===== config.mk =====
export PLATFORM = sky130hd
export DESIGN_NAME = fifo_enq_arbiter
export DESIGN_NICKNAME = d
export VERILOG_FILES = /design/src/rtl/fifo_enq_arbiter.sv
export SDC_FILE = /design/constraint.sdc
export NUM_CORES = 1
export LEC_CHECK = 0
export CAP_MARGIN = 20
export CELL_PAD_IN_SITES_DETAIL_PLACEMENT = 2
export CELL_PAD_IN_SITES_GLOBAL_PLACEMENT = 2
export CORE_AREA = 2 2 95 97
export CTS_BUF_LIST = sky130_fd_sc_hd__clkbuf_2 sky130_fd_sc_hd__clkbuf_4 sky130_fd_sc_hd__clkbuf_8
export CTS_CLUSTER_DIAMETER = 150
export CTS_CLUSTER_SIZE = 8
export DETAILED_ROUTE_END_ITERATION = 10
export DIE_AREA = 0 0 97 99
export PLACE_DENSITY = 0.79
export REMOVE_ABC_BUFFERS = 1
export SKIP_LAST_GASP = 1
export SYNTH_ARGS = -nofsm -noshare
export SYNTH_HDL_FRONTEND = slang
export SYNTH_SLANG_ARGS = --single-unit

===== constraint.sdc =====
create_clock -name CLK -period 3.2 [get_ports CLK]
set_input_delay 0.64 -clock CLK [delete_from_list [all_inputs] [get_ports CLK]]
set_output_delay 0.64 -clock CLK [all_outputs]
set_load 0.05 [all_outputs]

===== src/rtl/fifo_enq_arbiter.sv =====
// Two-requester round-robin arbiter in front of a shared downstream Fifo enq method.
// Optional grant counters are built when FIFO_ARB_COUNT_EN is defined.
module fifo_enq_arbiter #(
  parameter int WIDTH = 32,
  parameter int CNTW  = 16
) (
  input  logic             CLK,
  input  logic             RST,
  input  logic             req0__ENA,
  input  logic [WIDTH-1:0] req0_v,
  output logic             req0__RDY,
  input  logic             req1__ENA,
  input  logic [WIDTH-1:0] req1_v,
  output logic             req1__RDY,
  output logic             fifo_enq__ENA,
  output logic [WIDTH-1:0] fifo_enq_v,
  input  logic             fifo_enq__RDY,
  output logic             fifo_enq_src
`ifdef FIFO_ARB_COUNT_EN
  ,
  output logic [CNTW-1:0]  grant_cnt0,
  output logic [CNTW-1:0]  grant_cnt1
`endif
);

  logic             r_buf0_valid;
  logic             r_buf1_valid;
  logic [WIDTH-1:0] r_buf0_data;
  logic [WIDTH-1:0] r_buf1_data;
  logic             r_prio;

  logic             w_any;
  logic             w_sel;
  logic             w_grant;
  logic             w_load0;
  logic             w_load1;
  logic             w_clr0;
  logic             w_clr1;

  // Selection and grant decode; loads are gated by the buffer being empty.
  always_comb begin
    w_any = r_buf0_valid | r_buf1_valid;
    if (r_buf0_valid && r_buf1_valid) begin
      w_sel = r_prio;
    end else if (r_buf1_valid) begin
      w_sel = 1'b1;
    end else begin
      w_sel = 1'b0;
    end
    w_grant = w_any & fifo_enq__RDY;
    w_clr0  = w_grant & ~w_sel;
    w_clr1  = w_grant & w_sel;
    w_load0 = req0__ENA & ~r_buf0_valid;
    w_load1 = req1__ENA & ~r_buf1_valid;
  end

  assign req0__RDY     = ~r_buf0_valid;
  assign req1__RDY     = ~r_buf1_valid;
  assign fifo_enq__ENA = w_grant;

  // Payload mux; outputs are forced to zero while both buffers are empty.
  always_comb begin
    if (w_any) begin
      fifo_enq_src = w_sel;
      fifo_enq_v   = w_sel ? r_buf1_data : r_buf0_data;
    end else begin
      fifo_enq_src = 1'b0;
      fifo_enq_v   = '0;
    end
  end

  // Valid flags and round-robin pointer.
  always_ff @(posedge CLK or posedge RST) begin
    if (RST) begin
      r_buf0_valid <= 1'b0;
      r_buf1_valid <= 1'b0;
      r_prio       <= 1'b0;
    end else begin
      if (w_load0) begin
        r_buf0_valid <= 1'b1;
      end else if (w_clr0) begin
        r_buf0_valid <= 1'b0;
      end
      if (w_load1) begin
        r_buf1_valid <= 1'b1;
      end else if (w_clr1) begin
        r_buf1_valid <= 1'b0;
      end
      if (w_grant) begin
        r_prio <= ~w_sel;
      end
    end
  end

  // Payload storage is qualified by the valid flags, so it carries no reset.
  always_ff @(posedge CLK) begin
    if (w_load0) begin
      r_buf0_data <= req0_v;
    end
    if (w_load1) begin
      r_buf1_data <= req1_v;
    end
  end

`ifdef FIFO_ARB_COUNT_EN
  logic [CNTW-1:0] r_cnt0;
  logic [CNTW-1:0] r_cnt1;

  // Per-requester grant counters, wrapping naturally.
  always_ff @(posedge CLK or posedge RST) begin
    if (RST) begin
      r_cnt0 <= '0;
      r_cnt1 <= '0;
    end else begin
      if (w_clr0) begin
        r_cnt0 <= r_cnt0 + CNTW'(1);
      end
      if (w_clr1) begin
        r_cnt1 <= r_cnt1 + CNTW'(1);
      end
    end
  end

  assign grant_cnt0 = r_cnt0;
  assign grant_cnt1 = r_cnt1;
`endif

endmodule


Word-level counts from Yosys, hierarchy flattened --
Cells that the tools add are included.
Word-level totals: input port bits 69, flip-flop bits (word level) 67, latch bits 0, memory bits (writable) 0, output and inout bits 36, logic and storage cells 26, bits in read-only memories 0, memories kept 0
Cells by class: order comparisons 0, multiplexer cells 9, equality and inequality tests 0, div/mod/pow operators 0, multiply operators 0, bitwise gates (word level) 9, reductions and logical operators 3, add/subtract/negate cells 0, shift-type cells 0
Operators with widths (number):
- $mux W32 | 2
- $mux W1 | 7
- $and A1 B1 Y1 | 5
- $reduce_bool A2 Y1 | 2
- $not A1 Y1 | 3
- $logic_and A1 B1 Y1 | 1
- $or A1 B1 Y1 | 1

Longest topological paths before layout --
word-level depth 6, mapped depth 4, depth with buffers taken out 2

Worst setup path before layout --
No wires, ideal clock.
path type reg-to-reg, start point register r_buf1_valid, end point register r_buf1_data[0], enable pin, setup slack 0.670 ns, setup time 0.425 ns, cell stages (with the launch flop) 4, clock period less this slack 2.530 ns, data arrival time 2.105 ns, path buffers 2, path through dfrtp_1 -> clkbuf_1 -> buf_2 -> nor2b_1
On the way: word-level cells in the longest chain between the ends 2
Ends and longest elaborated chain:
- start: declaration | line 27 | logic r_buf1_valid;
- start signal: assignment | line 76 | r_buf1_valid <= 1'b0;
- start signal: assignment | line 85 | r_buf1_valid <= 1'b1;
- start signal: assignment | line 87 | r_buf1_valid <= 1'b0;
- $not A1 Y1 | line 54 | w_load1 = req1__ENA & ~r_buf1_valid;
- $and A1 B1 Y1 | line 54
- named net w_load1 | line 36 | logic w_load1;
- end signal: assignment | line 101 | r_buf1_data <= req1_v;
- end: declaration | line 29 | logic [WIDTH-1:0] r_buf1_data;
The timed path passes the listed nets, and every way through them passes these cells. A chain may end at the register's enable or synchronous reset.

Final worst setup path --
start point register r_buf0_valid, end point output port fifo_enq_v[25]
On the way: word-level cells in the longest chain between the ends 4
Ends and longest elaborated chain:
- start: declaration | line 26 | logic r_buf0_valid;
- start signal: assignment | line 75 | r_buf0_valid <= 1'b0;
- start signal: assignment | line 80 | r_buf0_valid <= 1'b1;
- start signal: assignment | line 82 | r_buf0_valid <= 1'b0;
- $logic_and A1 B1 Y1 | line 43 | if (r_buf0_valid && r_buf1_valid) begin
- $mux W1 | line 43
- $mux W32 | line 65 | fifo_enq_v = w_sel ? r_buf1_data : r_buf0_data;
- $mux W32 (*) | line 63 | if (w_any) begin
- end: declaration | line 16 | output logic [WIDTH-1:0] fifo_enq_v,
Every way passes the cells marked *; elsewhere a longest branch is shown, timed or not.

==> impl_metrics.xml <==
<?xml version="1.0" encoding="UTF-8"?>
<metrics>
  <group name="global_routing">
    <metric name="groute.layer.met1.usage" unit="%">17.84</metric>
    <metric name="gr_ovfl_total" unit="">0</metric>
    <metric name="grt-busiest-layer" unit="">met2</metric>
    <metric name="groute.layer.met2.usage" unit="%">30.61</metric>
    <metric name="grt.met3_usage" unit="%">5.319</metric>
    <metric name="grt_antenna_before_repair" unit="">0</metric>
    <metric name="grt_pass1_wl" unit="mm">11.99</metric>
    <metric name="maximum_number_of_pins_on_one_net_before_global_route_repair" unit="">33</metric>
    <metric name="first_global_vias" unit="">2063</metric>
    <metric name="gr-usage-all-layers" unit="%">16.76</metric>
  </group>
  <group name="setup_path">
    <metric name="crit_fanout" unit="">17</metric>
    <metric name="setup.reg_to_reg.worst_slack" unit="ns">1.64</metric>
    <metric name="critPathRequiredTime" unit="ns">2.56</metric>
    <metric name="timing.critical_path.from_type" unit="">register</metric>
    <metric name="worst_setup_path_startpoint" unit="">r_buf0_valid</metric>
    <metric name="critical_path.slowest_cell" unit="">sky130_fd_sc_hd__a21boi_4</metric>
    <metric name="critical_path.cell_chain" unit="">a21boi_4 -&gt; buf_4 -&gt; a32o_1 -&gt; buf_12</metric>
    <metric name="r2r-start" unit="">r_buf1_valid</metric>
    <metric name="slowest_delay" unit="ns">0.54</metric>
    <metric name="capture_instance_of_the_worst_register_to_register_path" unit="">r_buf1_data[25]</metric>
    <metric name="critPathCaptureType" unit="">output pin</metric>
    <metric name="worstPathArrival" unit="ns">2.15</metric>
    <metric name="timing.reg2reg.worst_path_depth" unit="">3</metric>
    <metric name="worst-setup-path-type" unit="">reg -&gt; out</metric>
  </group>
  <group name="synthesis">
    <metric name="synth_top_cell_area_share" unit="%">77.03</metric>
    <metric name="yosys-top-cells-area" unit="">sky130_fd_sc_hd__edfxtp_1 77%, sky130_fd_sc_hd__a32o_1 13%, sky130_fd_sc_hd__dfrtp_1 3.0%</metric>
    <metric name="synth-seq-cells" unit="">67</metric>
    <metric name="postSynthCellCount" unit="">127</metric>
    <metric name="synthesis.yosys.warnings" unit="">0</metric>
    <metric name="synth.largest_area_cell" unit="">sky130_fd_sc_hd__edfxtp_1</metric>
    <metric name="ys_seq_area_share" unit="%">80.04</metric>
    <metric name="cell_area_synth" unit="um^2">2495</metric>
    <metric name="synth.avg_cell_area" unit="um^2">19.64</metric>
    <metric name="number_of_unique_standard_cell_types_used_by_synthesis" unit="">17</metric>
  </group>
  <group name="floorplan">
    <metric name="floorplan.initialDensity" unit="%">29.18</metric>
    <metric name="rows" unit="">34</metric>
    <metric name="die_w" unit="um">97</metric>
    <metric name="boundaryPins" unit="">105</metric>
    <metric name="die_height" unit="um">99</metric>
    <metric name="design.core.area" unit="um^2">8551</metric>
    <metric name="die_area" unit="um^2">9603</metric>
  </group>
  <group name="sta">
    <metric name="post_route_setup_tns" unit="ns">0</metric>
    <metric name="timing.final.max_slew_violations" unit="">0</metric>
    <metric name="fin_hold_ws" unit="ns">0.4648</metric>
    <metric name="finalCriticalPeriod" unit="ns">2.785</metric>
    <metric name="final.period_utilization" unit="%">87.04</metric>
    <metric name="fin_skew" unit="ns">0.005858</metric>
    <metric name="max_freq" unit="MHz">359.1</metric>
    <metric name="worst_max_slew_pin_slew" unit="ns">0.5654</metric>
    <metric name="slew-limit-headroom" unit="%">62.23</metric>
    <metric name="report.final.setup_viol" unit="">0</metric>
    <metric name="final-hold-violation-count" unit="">0</metric>
    <metric name="worst_slack" unit="ns">0.4149</metric>
    <metric name="rsz0062_at_grt" unit="">no</metric>
  </group>
  <group name="worst_hold_path">
    <metric name="holdCritPathClass" unit="">in -&gt; async</metric>
  </group>
  <group name="pwr">
    <metric name="clock_network_fraction_of_design_power" unit="%">14.6</metric>
    <metric name="share_comb_of_total_power" unit="%">61.7</metric>
    <metric name="switching_power" unit="uW">2207</metric>
    <metric name="power.internal" unit="uW">2992</metric>
    <metric name="total_power_per_unit_cell_area" unit="nW/um^2">1233</metric>
    <metric name="vdd_ir_drop_max" unit="V">0.0006298</metric>
    <metric name="pwr-share-seq" unit="%">23.7</metric>
    <metric name="power" unit="uW">5199</metric>
    <metric name="static-leakage-power" unit="uW">0.001478</metric>
    <metric name="swShare" unit="%">42.45</metric>
  </group>
  <group name="drt">
    <metric name="wire_per_inst" unit="um">21.78</metric>
    <metric name="totalWireLength" unit="mm">7.623</metric>
    <metric name="dr.first_iter.drc_count" unit="">61</metric>
    <metric name="route.antenna.remaining_nets" unit="">0</metric>
    <metric name="via_count_of_the_routed_design" unit="">1708</metric>
    <metric name="post_drt_via_cell_ratio" unit="">4.880</metric>
    <metric name="drt_drc_violations_left" unit="">0</metric>
    <metric name="drt_pre_antenna_iters" unit="">5</metric>
  </group>
  <group name="clock_tree">
    <metric name="h_tree_level_count" unit="">3</metric>
    <metric name="cts_setup_buffers" unit="">0</metric>
    <metric name="cts_inserted_buffers" unit="">9</metric>
    <metric name="clk_root_buffer_cell" unit="">sky130_fd_sc_hd__clkbuf_8</metric>
    <metric name="clk-insertion-delay-late" unit="ns">0.34</metric>
    <metric name="cts_tree" unit="">built</metric>
    <metric name="cts_sinks" unit="">67</metric>
    <metric name="clock_path_buffers" unit="">2</metric>
    <metric name="clkSlewWorstSetupHoldPaths" unit="ns">0.07</metric>
    <metric name="postcts_resize_cnt" unit="">0</metric>
    <metric name="cts_hold_buffers" unit="">0</metric>
  </group>
  <group name="layout">
    <metric name="n_antenna_cell" unit="">0</metric>
    <metric name="finish.net_count" unit="">306</metric>
    <metric name="synthToLayoutAreaGrowth" unit="%">68.96</metric>
    <metric name="final_layout_size_suffix_gt1_share" unit="%">24.38</metric>
  </group>
  <group name="status">
    <metric name="status" unit="">finished, final reports clean</metric>
  </group>
  <group name="placement">
    <metric name="place.gp.congestion" unit="">0.7208</metric>
    <metric name="preCtsSetupSlack" unit="ns">0.7950</metric>
    <metric name="hpwlAfterDp" unit="mm">5.412</metric>
    <metric name="io_buffer_count" unit="">104</metric>
  </group>
  <group name="job">
    <metric name="cap_violations" unit="">0</metric>
  </group>
</metrics>
[kinds of logic after synthesis]
kind of cell / count (synthesis) / synth area share [%]
AO/OA/AOI/OAI: 38 / 14.54
flip-flops: 67 / 80.04
buffers and inverters: 15 / 3.961
AND/OR/NAND/NOR: 7 / 1.455
[power groups by stage]
stage | combinational (uW) | sequential, uW | clock [uW]
2_1_floorplan | 1500 | 1270 | 0
3_3_place_gp | 3180 | 1230 | 0
3_5_place_dp | 3220 | 1250 | 0
4_1_cts | 3240 | 1240 | 783
5_1_grt | 3330 | 1250 | 820
6_report | 3210 | 1230 | 759
[cell usage in the layout (no fill, tap or decap)]
cell	netlist	routed
sky130_fd_sc_hd__clkdlybuf4s50_1	0	70
sky130_fd_sc_hd__edfxtp_1	64	64
sky130_fd_sc_hd__buf_12	0	34
sky130_fd_sc_hd__a32o_1	32	32
sky130_fd_sc_hd__clkbuf_8	0	9
sky130_fd_sc_hd__buf_4	3	7
sky130_fd_sc_hd__a31oi_1	3	3
sky130_fd_sc_hd__inv_1	3	3
sky130_fd_sc_hd__dfrtp_1	3	3
sky130_fd_sc_hd__nor2b_4	0	2
sky130_fd_sc_hd__nor2_1	2	2
sky130_fd_sc_hd__clkinvlp_4	0	2
sky130_fd_sc_hd__bufinv_16	0	2
sky130_fd_sc_hd__nand2b_1	1	1
sky130_fd_sc_hd__nand2_1	1	1
sky130_fd_sc_hd__a21boi_4	0	1
sky130_fd_sc_hd__o21a_1	1	1
sky130_fd_sc_hd__and2_1	1	1
sky130_fd_sc_hd__a21oi_1	1	1
sky130_fd_sc_hd__clkinv_2	0	1
sky130_fd_sc_hd__clkinv_4	0	1
sky130_fd_sc_hd__clkinv_1	0	1
[state kept, by name (all words and copies together) (netlist names)]
| signal | cells |
|---|---|
| r_buf0_data | 32 |
| r_buf0_valid | 1 |
| r_buf1_data | 32 |
| r_buf1_valid | 1 |
| r_prio | 1 |
[how the worst max path moves through the flow]
stage                     end  cells past startpoint
2_1_floorplan   fifo_enq_v[0]                      2
3_3_place_gp   fifo_enq_v[16]                      4
3_5_place_dp    fifo_enq_v[0]                      4
4_1_cts        fifo_enq_v[25]                      4
5_1_grt        fifo_enq_v[25]                      4
6_report       fifo_enq_v[25]                      4
[through the flow]
stage	utilization, %	cell area (um^2)	cells
2_1_floorplan	-	2407	115
3_3_place_gp	46.77	3999	334
3_5_place_dp	46.77	3999	334
4_1_cts	49.30	4215	350
5_1_grt	49.30	4215	350
6_report	49.30	4215	350
[metal layers]
| layer | vias to the layer above | wire, um |
|---|---|---|
| met1 | 858 | 2727 |
| met4 | 0 | 153 |
| met5 | - | 0 |
| li1 | 761 | - |
| met2 | 72 | 4227 |
| met3 | 17 | 515 |
[cells in the mapped netlist]
library cell               number
sky130_fd_sc_hd__edfxtp_1      64
sky130_fd_sc_hd__and2_1         1
sky130_fd_sc_hd__buf_2          1
sky130_fd_sc_hd__nor2b_1        2
sky130_fd_sc_hd__a21boi_2       1
sky130_fd_sc_hd__a32o_1        32
sky130_fd_sc_hd__nand2_1        1
sky130_fd_sc_hd__o21a_1         1
sky130_fd_sc_hd__buf_6          4
sky130_fd_sc_hd__inv_1          3
sky130_fd_sc_hd__nand2b_1       1
sky130_fd_sc_hd__clkbuf_1       4
sky130_fd_sc_hd__buf_4          3
sky130_fd_sc_hd__dfrtp_1        3
sky130_fd_sc_hd__a21oi_1        1
sky130_fd_sc_hd__nor2_1         2
sky130_fd_sc_hd__a31oi_1        3
[worst max-delay path, delay by kind of cell (launching register included)]
| family | cells | cell delay [ns] |
|---|---|---|
| compound gates | 2 | 0.78 |
| buf+inv | 2 | 0.50 |
| flops | 1 | 0.52 |
[final cells by class]
cell class / count / area, um^2
fill: 738 / 4335
sequential: 67 / 1997
timing repair buffer: 111 / 1434
multi-input combinational: 45 / 421.7
tap: 108 / 135.1
clock buffer: 9 / 123.9
clock inverter: 7 / 92.59
inverter: 3 / 11.26
(Power assumes the default switching activity.)
